===== src/rtl/bcd_display_feeder.sv =====
// Sequential binary-to-BCD converter feeding the 4-digit seven-segment driver.
// Decimal mode runs a 16-iteration double dabble; hex mode passes the value
// straight through. Values above 9999 are replaced by OVF_PATTERN.
module bcd_display_feeder #(
  parameter logic [15:0] OVF_PATTERN = 16'hEEEE
) (
  input  logic        clk,
  input  logic        reset,
  input  logic        start,
  input  logic [15:0] bin_value,
  input  logic        hex_mode,
  output logic        busy,
  output logic        overflow,
  output logic [15:0] displayed_number,
  output logic        display_sel
);

  typedef enum logic [1:0] {
    S_IDLE,
    S_SHIFT,
    S_DONE
  } state_t;

  state_t      r_state;
  logic [15:0] r_bin;
  logic [19:0] r_bcd;
  logic [3:0]  r_cnt;
  logic [19:0] w_bcd_adj;

  // Add-3 correction on every BCD digit that is 5 or more, ahead of the shift
  always_comb begin
    w_bcd_adj = '0;
    for (int unsigned d = 0; d < 5; d++) begin
      w_bcd_adj[4*d +: 4] = (r_bcd[4*d +: 4] >= 4'd5) ? (r_bcd[4*d +: 4] + 4'd3)
                                                       : r_bcd[4*d +: 4];
    end
  end

  // Control FSM, shift/accumulate datapath and registered outputs
  always_ff @(posedge clk) begin
    if (reset) begin
      r_state          <= S_IDLE;
      r_bin            <= '0;
      r_bcd            <= '0;
      r_cnt            <= '0;
      busy             <= 1'b0;
      overflow         <= 1'b0;
      displayed_number <= '0;
      display_sel      <= 1'b0;
    end else begin
      display_sel <= 1'b0;
      case (r_state)
        S_IDLE: begin
          if (start) begin
            if (hex_mode) begin
              displayed_number <= bin_value;
              display_sel      <= 1'b1;
              overflow         <= 1'b0;
            end else begin
              r_bin   <= bin_value;
              r_bcd   <= '0;
              r_cnt   <= '0;
              busy    <= 1'b1;
              r_state <= S_SHIFT;
            end
          end
        end
        S_SHIFT: begin
          r_bcd <= {w_bcd_adj[18:0], r_bin[15]};
          r_bin <= {r_bin[14:0], 1'b0};
          r_cnt <= r_cnt + 4'd1;
          if (r_cnt == 4'd15) begin
            r_state <= S_DONE;
          end
        end
        S_DONE: begin
          // With a 16-bit source, a nonzero fifth digit is exactly value >= 10000
          if (r_bcd[19:16] != 4'd0) begin
            displayed_number <= OVF_PATTERN;
            overflow         <= 1'b1;
          end else begin
            displayed_number <= r_bcd[15:0];
            overflow         <= 1'b0;
          end
          display_sel <= 1'b1;
          busy        <= 1'b0;
          r_state     <= S_IDLE;
        end
        default: begin
          r_state <= S_IDLE;
          busy    <= 1'b0;
        end
      endcase
    end
  end

endmodule

===== config.mk =====
export PLATFORM = sky130hd
export DESIGN_NAME = bcd_display_feeder
export DESIGN_NICKNAME = d
export VERILOG_FILES = /design/src/rtl/bcd_display_feeder.sv
export SDC_FILE = /design/constraint.sdc
export NUM_CORES = 1
export LEC_CHECK = 0
export BUFFER_PORTS_ARGS = -buffer_cell sky130_fd_sc_hd__buf_2
export CORE_MARGIN = 5
export CORE_UTILIZATION = 30
export CTS_CLUSTER_SIZE = 40
export DETAILED_ROUTE_END_ITERATION = 12
export GPL_TIMING_DRIVEN = 0
export MAX_ROUTING_LAYER = met4
export PLACE_DENSITY = 0.54
export SYNTH_ARGS = -nofsm -noshare
export SYNTH_HDL_FRONTEND = slang
export SYNTH_SLANG_ARGS = --single-unit

===== constraint.sdc =====
create_clock -name clk -period 4.7 [get_ports clk]
set_clock_uncertainty 0.15 [all_clocks]
set_input_delay 0.47 -clock clk [delete_from_list [all_inputs] [get_ports clk]]
set_output_delay 0.47 -clock clk [all_outputs]
set_load 0.01 [all_outputs]

* Word-level counts from Yosys, hierarchy flattened
Index checks and enable logic that the tools add are counted.
** Storage, ports and cells
- Register bits :: 61
- Bits of input ports :: 20
- Output and inout bits :: 19
** Operators by class
- Add/subtract/negate cells :: 6
- Magnitude comparators :: 5
- Eq/ne operators :: 7
- Muxes and demuxes :: 32
- Bitwise gates (word level) :: 1
- Reductions and logical operators :: 8
** Operators by type and width (count)
- $mux W16 :: 5
- $pmux W16 S2 :: 2
- $mux W20 :: 2
- $pmux W20 S2 :: 1
- $mux W4 :: 6
- $ge A4 B3 Y1 const B :: 5
- $add A4 B2 Y4 const B :: 4
- $reduce_and A3 Y1 :: 4
- $ne A2 B2 Y1 const B :: 4
- $pmux W4 S2 :: 1
- $mux W1 :: 7
- $mux W2 :: 3
- $pmux W1 S2 :: 3
- $add A4 B1 Y4 const B :: 1
- $eq A4 B4 Y1 const B :: 1
- $pmux W2 S2 :: 1
- $reduce_bool A2 Y1 :: 2
- $reduce_bool A4 Y1 :: 1
- $add A3 B2 Y3 const B :: 1
- $mux W3 :: 1
- $eq A2 B1 Y1 const B :: 1
- $eq A2 B2 Y1 const B :: 1
- $logic_not A2 Y1 :: 1
- $not A1 Y1 :: 1

* Logic depth before layout (Yosys ltp)
- Word-level depth :: 3
- Depth in mapped cells :: 6

* Least setup slack after synthesis
OpenSTA, ideal clock, no wires.
- Path kind :: input port to flip-flop
- Start :: in hex_mode
- End :: reg r_bcd[12]
- Setup time :: 0.117 ns
- Arrival :: 1.380 ns
- Data required time :: 4.433 ns
- Setup slack :: 3.054 ns
- Stages on the path :: 5
- Buffers on the path :: 1
- Cell sequence :: nand2b_1 -> a21oi_1 -> nor2_1 -> clkbuf_1 -> a22o_1
** Between the ends
- Longest elaborated chain between the ends :: 2
** RTL lines
- start, declared :: RTL line 11 : input logic hex_mode,
- $ne A2 B2 Y1 (no line)
- $reduce_and A3 Y1 (no line)
- end signal, assigned :: RTL line 69 : r_bcd <= {w_bcd_adj[18:0], r_bin[15]};
- end, declared :: RTL line 26 : logic [19:0] r_bcd;
Every way passes these cells.
A chain may end at the register's enable or synchronous reset.

* Worst setup path in the final report
- Start :: reg r_state[0]
- End :: reg displayed_number[7]
** Between the ends
- Longest elaborated chain between the ends :: 3
- Elaborated cells between the ends (all ways) :: 7
** RTL lines
- start, declared :: RTL line 24 : state_t r_state;
- start signal, assigned :: RTL line 42 : r_state <= S_IDLE;
- start signal, assigned :: RTL line 64 : r_state <= S_SHIFT;
- start signal, assigned :: RTL line 73 : r_state <= S_DONE;
- $eq A2 B2 Y1 / $logic_not A2 Y1 (equally long branches) :: RTL line 52 : case (r_state)
- $reduce_bool A2 Y1 (no line) / $ne A2 B2 Y1 (equally long branches)
- $reduce_and A3 Y1 (no line)
- end signal, assigned :: RTL line 56 : displayed_number <= bin_value;
- end signal, assigned :: RTL line 82 : displayed_number <= r_bcd[15:0];
- end, declared :: RTL line 14 : output logic [15:0] displayed_number,
Several ways; a longest one is shown, not always the timed one.

==> impl_results.md <==
* Setup TNS Final at 0 ns
* TritonRoute pass-1 iters at 4
* Largest net degree at the start of global routing at 11
* Sink Count at about 60
* Critical path cell sequence: inv_2 > buf_2 > o21ai_2 > nand2_1 > clkbuf_1 > o32ai_1
* RSZ-0062 raised after global routing: no
* Die footprint at between 10000 and 15000 sq um
* HPWL Detailed at a little over 6 mm
* Core area at just over 9000 sq um
* CP Capture Type: flop
* Syn_nets at between 300 and 400
* Post-CTS Resized at 0
* # diodes at 0
* Clk pin slew, worst setup/hold paths at 0.07 ns
* Critical Path Fanout Max at 10
* Post-Syn Area at approximately 2900 sq um
* Internal power at 0.000907 W
* TritonCTS clock tree: yes
* Max-Cap Viols at 0
* Type of the worst min-delay path: input port to flop
* Post-route DRC violation count at 0
* Prevailing post-synth register cell: dfxtp_1
* Initial antenna violation count at 0
* Final setup margin at about 2.8 ns
* Vias at around 2600
* Clk_lat worst skew at ~0.34 ns
* Sw Ratio at around 25%
* Comb pwr share at 9.8%
* Width of the chip at ~110 microns
* PwrDens at approximately 350 nW/um^2
* FMAX at roughly 0.53 GHz
* Yosys top cell area share at 42.4%
* P&R area growth vs syn at 20.0%
* Seq/Total Area, Yosys at a little over two fifths
* CP max-delay cell: clkbuf_1
* Met1 GRT Util at a little under a fifth
* Avg Inst Size Synth at about 8.5 sq um
* Pleak at ~1.4 nW
* CTS max path bufs at 2
* Post-Syn Instances at ~340
* IO Port Bufs at 38
* Clock power frac at about 45%
* H-tree Lvls at 3
* Final critical-path share of the clock period at 40.0%
* CP Launch Type: flop
* Hold Vio Cnt, Final at 0
* Maximum VDD drop at 0.152 mV
* Most used routing layer in global routing: met2
* Post-route ant nets at 0
* Vias/cell at 5.03
* Critical path class: flop to flop
* Pins Over Slew Limit at 0
* Area contributors post-synth: dfxtp_1 42%, nor2_1 5.5%, ha_1 5.2%
* Rows at 35
* CP bufs+invs at 3
* Nets@finish at approximately 420
* Max_slew headroom at about 63%
* Post-placement cell count at roughly 510
* Layout cell share with drive strength beyond 1 at between 15 and 20%
* Post-synthesis sequential element count at between 60 and 70
* CP top delay family: buffers and inverters
* Vias in the first global route at 2591
* Slew @ Worst Pin at 0.553 ns
* Critical Path RT at 4.75 ns
* RD Place Congestion at approximately 0.88
* WHS at ~0.24 ns
* Number of synthesized flops with an enable pin at 0
* Drt wl/cell at 15.8 microns
* Status: complete, no violations
* Total GRT Usage at roughly 15%
* GR Layer Usage met3 at between 3 and 4%
* Asr flop ratio synth at 0%
* # setup viols final at 0
* Initial Utilization at between 30% and 40%
* Final WL at between 8 and 9 mm
* Fillcell total at ~990
* Seq pwr share at a little under half
* Ys Warns at 0
* Num CTS Buffers at 9
* Post-Place Worst Slack at 2.56 ns
* Finished Layout Cells at 524
* Root Driver: clkbuf_8
* CP Data Arrival Time at between 1.5 and 2 ns
* I/O pin count at 39
* First-pass GRT wire length at ~13 mm
* GR Util met2 at 23.9%
* First DRT Iteration DRCs at roughly 130
* Hold buffers post-CTS at 0
* Sw power at approximately 0.00030 W
* Worst path max stage delay at 0.40 ns
* Area leader, netlist: dfxtp_1
* Setup Fix Bufs, Post-CTS at 0
* Overflow after GRT at 0
* Minimum clock period at between 1.5 and 2 ns
* Die Ht at 108 microns
* Yosys cell types at 39
## layout by cell type, fill, tap and decap left out, drive strengths merged
master,count
nor3,13
nor4b,1
a311o,3
buf,49
o32ai,12
nand2,32
a211oi,3
nor2,43
nor4,3
inv,25
o21ai,12
ha,12
and3,1
xor2,2
nor2b,1
mux2i,2
nand4,2
a31oi,1
a22o,11
a311oi,14
nand2b,10
clkbuf,23
a2bb2oi,1
a221oi,4
xnor2,7
and4,4
o21a,1
dfxtp,61
bufinv,2
a21oi,26
clkinv,2
nand3,6
a22oi,3
and2,2
a21o,1
## power by group through the flow
stage	clock network [W]	logic (W)	registers (W)
3_3_place_gp	0	0.000117	0.000563
5_1_grt	0.000566	0.000132	0.000555
3_5_place_dp	0	0.000119	0.000564
4_1_cts	0.000545	0.000119	0.000552
2_1_floorplan	0	0.0000695	0.000565
6_report	0.000537	0.000118	0.000552
## flip-flops by register name (all words and copies together) (netlist names)
| name | count |
|---|---|
| r_bin | 16 |
| overflow | 1 |
| displayed_number | 16 |
| r_bcd | 20 |
| display_sel | 1 |
| r_state | 2 |
| busy | 1 |
| r_cnt | 4 |
## final cells by class
| class | count | area [sq um] | area share [%] |
|---|---|---|---|
| inverter | 25 | 93.8 | 2.71 |
| clock inverter | 4 | 70.1 | 2.03 |
| multi-input combinational | 233 | 1470 | 42.5 |
| timing repair buffer | 38 | 190 | 5.50 |
| sequential | 61 | 1220 | 35.3 |
| buffer | 22 | 96.3 | 2.78 |
| clock buffer | 12 | 155 | 4.48 |
| tap | 129 | 161 | 4.67 |
## synthesized netlist by cell type, types with 2 or more instances
master / n
dfxtp_1: 61
nor2_1: 42
nand2_1: 32
a21oi_1: 26
inv_1: 24
a311oi_1: 14
nor3_1: 13
ha_1: 12
o32ai_1: 12
a22o_1: 11
buf_2: 11
clkbuf_1: 11
nand2b_1: 9
xnor2_1: 7
nand3_1: 6
o21ai_0: 6
o21ai_1: 5
a221oi_1: 4
and4_1: 4
a211oi_1: 3
a22oi_1: 3
a311o_1: 3
nor4_1: 3
mux2i_1: 2
nand4_1: 2
xor2_1: 2
## logic make-up (layout without fill, tap and decap cells)
group	count (synthesis)	after routing	share of synthesized area, %
compound gates	92	92	22.8
xor+xnor	9	9	2.73
simple gates	118	118	19.6
flops	61	61	42.4
buf+inv	47	101	6.60
mux	2	2	0.694
fa+ha+maj	12	12	5.21
## metal layers
metal | part of all wire, % | wire length, microns | vias up
met4 | 1.9 | 159 | 0
met1 | 47 | 3850 | 1248
met3 | 4.4 | 365 | 14
met2 | 47 | 3890 | 58
met5 | 0 | 0 | -
li1 | - | - | 1318
## worst paths after layout
path                       start                  end  slack [ns]  cells after the start
max                   r_state[0]  displayed_number[7]        2.82                      6
min reg2reg  displayed_number[9]  displayed_number[9]        0.31                      2
max reg2reg           r_state[0]  displayed_number[7]        2.82                      6
min                 bin_value[0]             r_bin[0]        0.24                      3
## worst min-delay path: cells and delay by family
family	cells	cell delay (ns)
buffers and inverters	1	0.09
and+or+nand+nor	1	0.07
AOI/OAI and AO/OA	1	0.06
## through the flow
stage | instance area [sq um] | util [%] | power [W]
global route | 3460 | 37.3 | 0.00125
floorplan | 2880 | - | 0.000634
CTS | 3460 | 37.3 | 0.00122
detailed placement | 3230 | 34.8 | 0.000683
global placement | 3230 | 34.8 | 0.000681
finish | 3460 | 37.3 | 0.00121
(Power assumes the default switching activity.)
